--- config.mk ---
export PLATFORM = sky130hd
export DESIGN_NAME = washing_machine_fsm
export DESIGN_NICKNAME = d
export VERILOG_FILES = /design/src/rtl/washing_machine_fsm.sv
export SDC_FILE = /design/constraint.sdc
export NUM_CORES = 1
export LEC_CHECK = 0
export ABC_AREA = 1
export CAP_MARGIN = 20
export CORE_AREA = 2 2 39 41
export CTS_CLUSTER_SIZE = 40
export DETAILED_ROUTE_END_ITERATION = 10
export DIE_AREA = 0 0 41 43
export PLACE_DENSITY = 0.58
export SKIP_CTS_REPAIR_TIMING = 1
export SYNTH_ARGS = -nofsm -noshare
export SYNTH_HDL_FRONTEND = slang
export SYNTH_SLANG_ARGS = --single-unit
--- constraint.sdc ---
create_clock -name clk -period 1.41 [get_ports clk]
set_input_delay 0.141 -clock clk [delete_from_list [all_inputs] [get_ports clk]]
set_output_delay 0.141 -clock clk [all_outputs]
set_load 0.03 [all_outputs]
--- src/rtl/washing_machine_fsm.sv ---
`default_nettype none
// ============================================================================
// Module   : washing_machine_fsm
// Brief    : Wash-cycle controller. A 4-bit run timer plus a 7-state Moore FSM
//            that steps through each phase when the timer hits fixed values.
// Revision : 1.0 - initial release
// ============================================================================
module washing_machine_fsm (
    input  logic       clk,
    input  logic       reset,
    input  logic       start,
    input  logic       pause,
    output logic       o,
    output logic [2:0] state,
    output logic [3:0] count
);

    typedef enum logic [2:0] {
        S_IDLE  = 3'b000,
        S_FILL  = 3'b001,
        S_WASH  = 3'b010,
        S_DRAIN = 3'b011,
        S_RINSE = 3'b100,
        S_SPIN  = 3'b101,
        S_DONE  = 3'b110
    } state_t;

    localparam logic [3:0] c_FILL_END  = 4'd2;
    localparam logic [3:0] c_WASH_END  = 4'd5;
    localparam logic [3:0] c_DRAIN_END = 4'd7;
    localparam logic [3:0] c_RINSE_END = 4'd10;
    localparam logic [3:0] c_SPIN_END  = 4'd13;

    state_t     r_state;
    state_t     w_next;
    logic [3:0] r_count;
    logic       w_en;

    assign w_en = start & ~pause;

    // The timer never clears from the FSM, so it wraps freely 15 -> 0.
    always_ff @(posedge clk) begin
        if (!reset) begin
            r_state <= S_IDLE;
            r_count <= 4'd0;
        end else begin
            r_state <= w_next;
            if (w_en) begin
                r_count <= r_count + 4'd1;
            end
        end
    end

    // Thresholds are compared against the pre-increment timer value.
    always_comb begin
        w_next = r_state;
        case (r_state)
            S_IDLE:  if (start)                 w_next = S_FILL;
            S_FILL:  if (r_count == c_FILL_END)  w_next = S_WASH;
            S_WASH:  if (r_count == c_WASH_END)  w_next = S_DRAIN;
            S_DRAIN: if (r_count == c_DRAIN_END) w_next = S_RINSE;
            S_RINSE: if (r_count == c_RINSE_END) w_next = S_SPIN;
            S_SPIN:  if (r_count == c_SPIN_END)  w_next = S_DONE;
            S_DONE:  if (!start)                w_next = S_IDLE;
            default:                            w_next = S_IDLE;
        endcase
    end

    assign o     = (r_state == S_DONE);
    assign state = r_state;
    assign count = r_count;

endmodule
`default_nettype wire

# Word level (Yosys, flattened, before mapping)
# Cells that the tools add are included.
# Widths: inputs -> output; s select.
# op_classes
addsub	1
n_eq_ne	18
n_mux	8
n_bitwise	2
n_reduce_logical	2
# ops
op	count
$mux 3	7
$pmux 3 s7	1
$ne 2x2->1 const B	7
$eq 3x3->1 const B	3
$eq 4x3->1 const B	2
$eq 4x4->1 const B	2
$reduce_and 7->1	1
$eq 3x2->1 const B	2
$add 4x1->4 const B	1
$eq 4x2->1 const B	1
$eq 3x1->1 const B	1
$logic_not 3->1	1
$and 1x1->1	1
$not 1->1	1
# totals
register_bits	7
elab_cells	33

# Longest topological paths before layout
# depth
depth_word	3
mapped_depth	10
depth_no_buf	10

# Worst setup path after synthesis
# No wires, ideal clock.
# synth_path
kind	reg2reg
startpoint	register r_count[0] (netlist: count[0])
endpoint	register r_state[2] (netlist: state[2])
setup_ns	0.113
t_arrival_ns	1.322
required_time_ns	1.297
path_slack_ns	-0.025
stages_incl_launch_ff	11
cell_sequence	dfxtp_1 -> inv_1 -> ha_1 -> nand3_1 -> nand3_1 -> nand2_1 -> nor2_2 -> nand2_2 -> nand2_1 -> nand2_1 -> nor2_1
# synth_via
elab_chain_len	3
word_cells_on_any_way	11
# synth_lines
item	line_no	source
start: declaration	36	logic [3:0] r_count;
start signal: assignment	49	r_count <= r_count + 4'd1;
$eq 4x4->1, or another cell as far along	63	S_SPIN: if (r_count == c_SPIN_END) w_next = S_DONE;
$ne 2x2->1 (no source line)	-	
$reduce_and 7->1 (no source line) *	-	
end signal: assignment	47	r_state <= w_next;
end: declaration	34	state_t r_state;
# Every way passes the cells marked *; elsewhere a longest branch is shown, timed or not.
# A chain may end at the register's enable or synchronous reset.

# Worst setup path after layout
# layout_path
startpoint	register r_count[1] (netlist: count[1])
endpoint	register r_state[1] (netlist: state[1])
# The elaborated chain is that of the path after synthesis.

==> summary.log <==
[grt] GRT Total Usage 18.3%
[clocking] maximum buffer depth of the clock tree 2
[placed_design] # placed instances 112
[routing] count of antenna-violating nets left after detailed routing 0
[critical_path] data required time of the worst path 1.59 ns
[clocking] number of H-tree levels 1
[outcome] status finished, final reports clean
[clocking] clock latency reported for the late side of the worst-skew pair 0.25 ns
[pwr] power density cells 1510 nW/um2
[pwr] reported leakage power 0.000445 uW
[die] x dimension of the die 41 um
[critical_path] critical path's most frequent cell sky130_fd_sc_hd__nand2_1
[critical_path] standard cell with the maximum stage delay on the critical path sky130_fd_sc_hd__dfxtp_4
[clocking] Clock Pin Slew Worst Setup and Hold Paths 0.06 ns
[clocking] clock sink count 7
[logic_synthesis] count of warnings emitted by yosys 0
[logic_synthesis] most frequently used cell type in the post-synthesis netlist sky130_fd_sc_hd__nand2_1
[routing] number of vias per cell after detailed routing 4.81
[critical_path] buffering stage count on the worst path with inverters included 1
[cells_and_area] final standard cell utilization of the core 53.9%
[grt] global-route wire length before repair 2.12 mm
[routing] vias after detailed routing 558
[critical_path] startpoint kind of the worst setup timing path register
[timing] Rel. slew slack 78.6%
[logic_synthesis] cell type with the largest total area after synthesis sky130_fd_sc_hd__dfxtp_1
[placed_design] instance area at placement 648 um2
[logic_synthesis] leading cell types by total area after synthesis sky130_fd_sc_hd__dfxtp_1 (29%), sky130_fd_sc_hd__nand2_1 (15%), sky130_fd_sc_hd__nand3_1 (10%)
[logic_synthesis] Synth top area share 28.7%
[timing] final number of max-transition violations 0
[die] Die Area 1760 um2
[die] die extent in y 43 um
[die] initial core utilization 35.3%
[grt] maximum number of pins on one net before global-route repair 8
[placed_design] count of port buffers added during placement 11
[critical_path] Worst path top cell family by delay simple AND/OR/NAND/NOR gates
[worst_hold_path] classification of the worst-slack hold path register to register
[timing] period utilisation layout 91.6%
[logic_synthesis] number of distinct library cell variants in the gate-level netlist after synthesis 14
[timing] setup TNS after final layout 0 ns
[routing] first-pass iteration count of the detailed router 4
[routing] wire length per cell 10.6 um
[timing] final worst clock skew 0.00492 ns
[critical_path] critical path fanouts, max 5
[timing] total setup violations reported at the end of the flow 0
[cells_and_area] antenna fix cells 0
[cells_and_area] Non-Filler Cell Area, Final 746 um2
[routing] remaining design rule violation count 0
[placed_design] Routability Congestion 0.862
[clocking] Clock Tree Root sky130_fd_sc_hd__clkbuf_4
[timing] Final Hold Viols 0
[clocking] clock tree from TritonCTS yes
[logic_synthesis] async set or reset register ratio after synthesis 0%
[clocking] total clock buffers created by CTS 3
[critical_path] CP endpoint kind register
[logic_synthesis] sequential cell area fraction in the yosys report 28.7%
[grt] total gr overflow 0
[timing] setup repair after global routing missed its margin false
[grt] vias in the first global route 493
[logic_synthesis] number of storage elements in the synthesis netlist 7
[placed_design] post-detailed-placement half-perimeter wirelength 947 um
[cells_and_area] fraction of final layout cells with drive strength greater than 1 31.0%
[logic_synthesis] Post-Syn Nets 88
[logic_synthesis] list of most frequent post-synthesis cells sky130_fd_sc_hd__nand2_1 (20), sky130_fd_sc_hd__nor2_1 (12), sky130_fd_sc_hd__nand3_1 (10)
[die] row count 14
[timing] Tightest Pin Transition 0.321 ns
[cells_and_area] post-synthesis to final-layout area growth 52.8%
[logic_synthesis] number of enable flip-flop cells after synthesis 0
[die] Core Box Area 1380 um2
[routing] Iteration-0 DRC Markers 13
[grt] initial antenna violation count 0
[routing] total wire length 1.23 mm
[pwr] maximum vdd ir drop 0.863 mV
[job] Maximum Capacitance Violations 0
[critical_path] critical path type register to register
[timing] minimum clock period after layout 1.29 ns
[critical_path] Data arrival, critical path 1.47 ns
[die] ports placed on the boundary 12
[logic_synthesis] number of instances in the synthesized netlist 81
[logic_synthesis] post-synthesis area per instance 6.02 um2
[critical_path] max incr delay on CP 0.36 ns
[logic_synthesis] most frequently used flop master after synthesis sky130_fd_sc_hd__dfxtp_1
[pwr] Total Power Consumption 1120 uW
[logic_synthesis] combined area of all synthesized cells 488 um2
[cells_and_area] number of standard cells in the final layout excluding fillers 116
[critical_path] CP Cell Sequence inv_2, ha_2, nand3_1, nand2_1, nand2_1, nor2_2, nand2_2, nand2_1, nand2_1, nor2_1
[timing] timing-limited maximum frequency 0.774 GHz
[cells_and_area] final net count 108
metrics by stage:
stage	setup slack (ns)	hold slack, ns
floorplan	0.0724	0.257
global placement	0.0835	0.490
detailed placement	0.0529	0.498
CTS	-0.149	0.513
global route	0.00471	0.544
finish	0.118	0.528
layout by cell type (no fill, tap or decap), drive strengths merged:
cell and count:
nand3 10, dfxtp 7, buf 5, nand4 1
nor3 1, inv 12, dlymetal6s2s 7, ha 3
a21oi 5, o21bai 1, o21ai 4, nor2 15
nand2 22, clkdlybuf4s50 3, clkbuf 4
power by group:
| part | switching, uW | internal [uW] | total [uW] | leakage [uW] |
|---|---|---|---|---|
| Sequential | 42.2 | 237 | 279 | 0.0000592 |
| Clock | 76.3 | 108 | 185 | 0.0000150 |
| Combinational | 399 | 261 | 660 | 0.000371 |
| Total | 517 | 606 | 1120 | 0.000445 |
routing by layer:
| metal | track usage [%] | vias up | share of wire, % |
|---|---|---|---|
| met3 | 3.14 | 2 | 2.4 |
| met2 | 23.8 | 5 | 47 |
| li1 | - | 299 | - |
| met4 | 12.0 | 0 | 1.4 |
| met5 | 0 | - | 0 |
| met1 | 26.5 | 252 | 49 |
area by class of cell:
cell class | instances | area, um2
timing repair buffer | 15 | 155
fill | 137 | 638
inverter | 12 | 45.0
multi-input combinational | 62 | 350
sequential | 7 | 149
clock buffer | 4 | 26.3
tap | 16 | 20.0
worst paths after layout:
kind	cells after the start	to	from	slack, ns
setup / recovery	10	state[1]$_SDFFE_PN0P_	count[1]$_SDFFE_PN0P_	0.12
setup reg to reg	10	state[1]$_SDFFE_PN0P_	count[1]$_SDFFE_PN0P_	0.12
hold / removal	1	count[3]$_SDFFE_PN0P_	count[3]$_SDFFE_PN0P_	0.53
hold reg to reg	1	count[3]$_SDFFE_PN0P_	count[3]$_SDFFE_PN0P_	0.53
logic make-up after synthesis:
family                     share of synthesized area (%)
buffers and inverters                               9.23
and+or+nand+nor                                     43.6
adders and majority gates                           7.69
AOI/OAI and AO/OA                                   10.8
DFF                                                 28.7
flip-flops by register name, indices dropped and copies added, names as in the netlist:
signal / count
count: 4
state: 3
No activity file was read; power rests on OpenSTA's default activity.
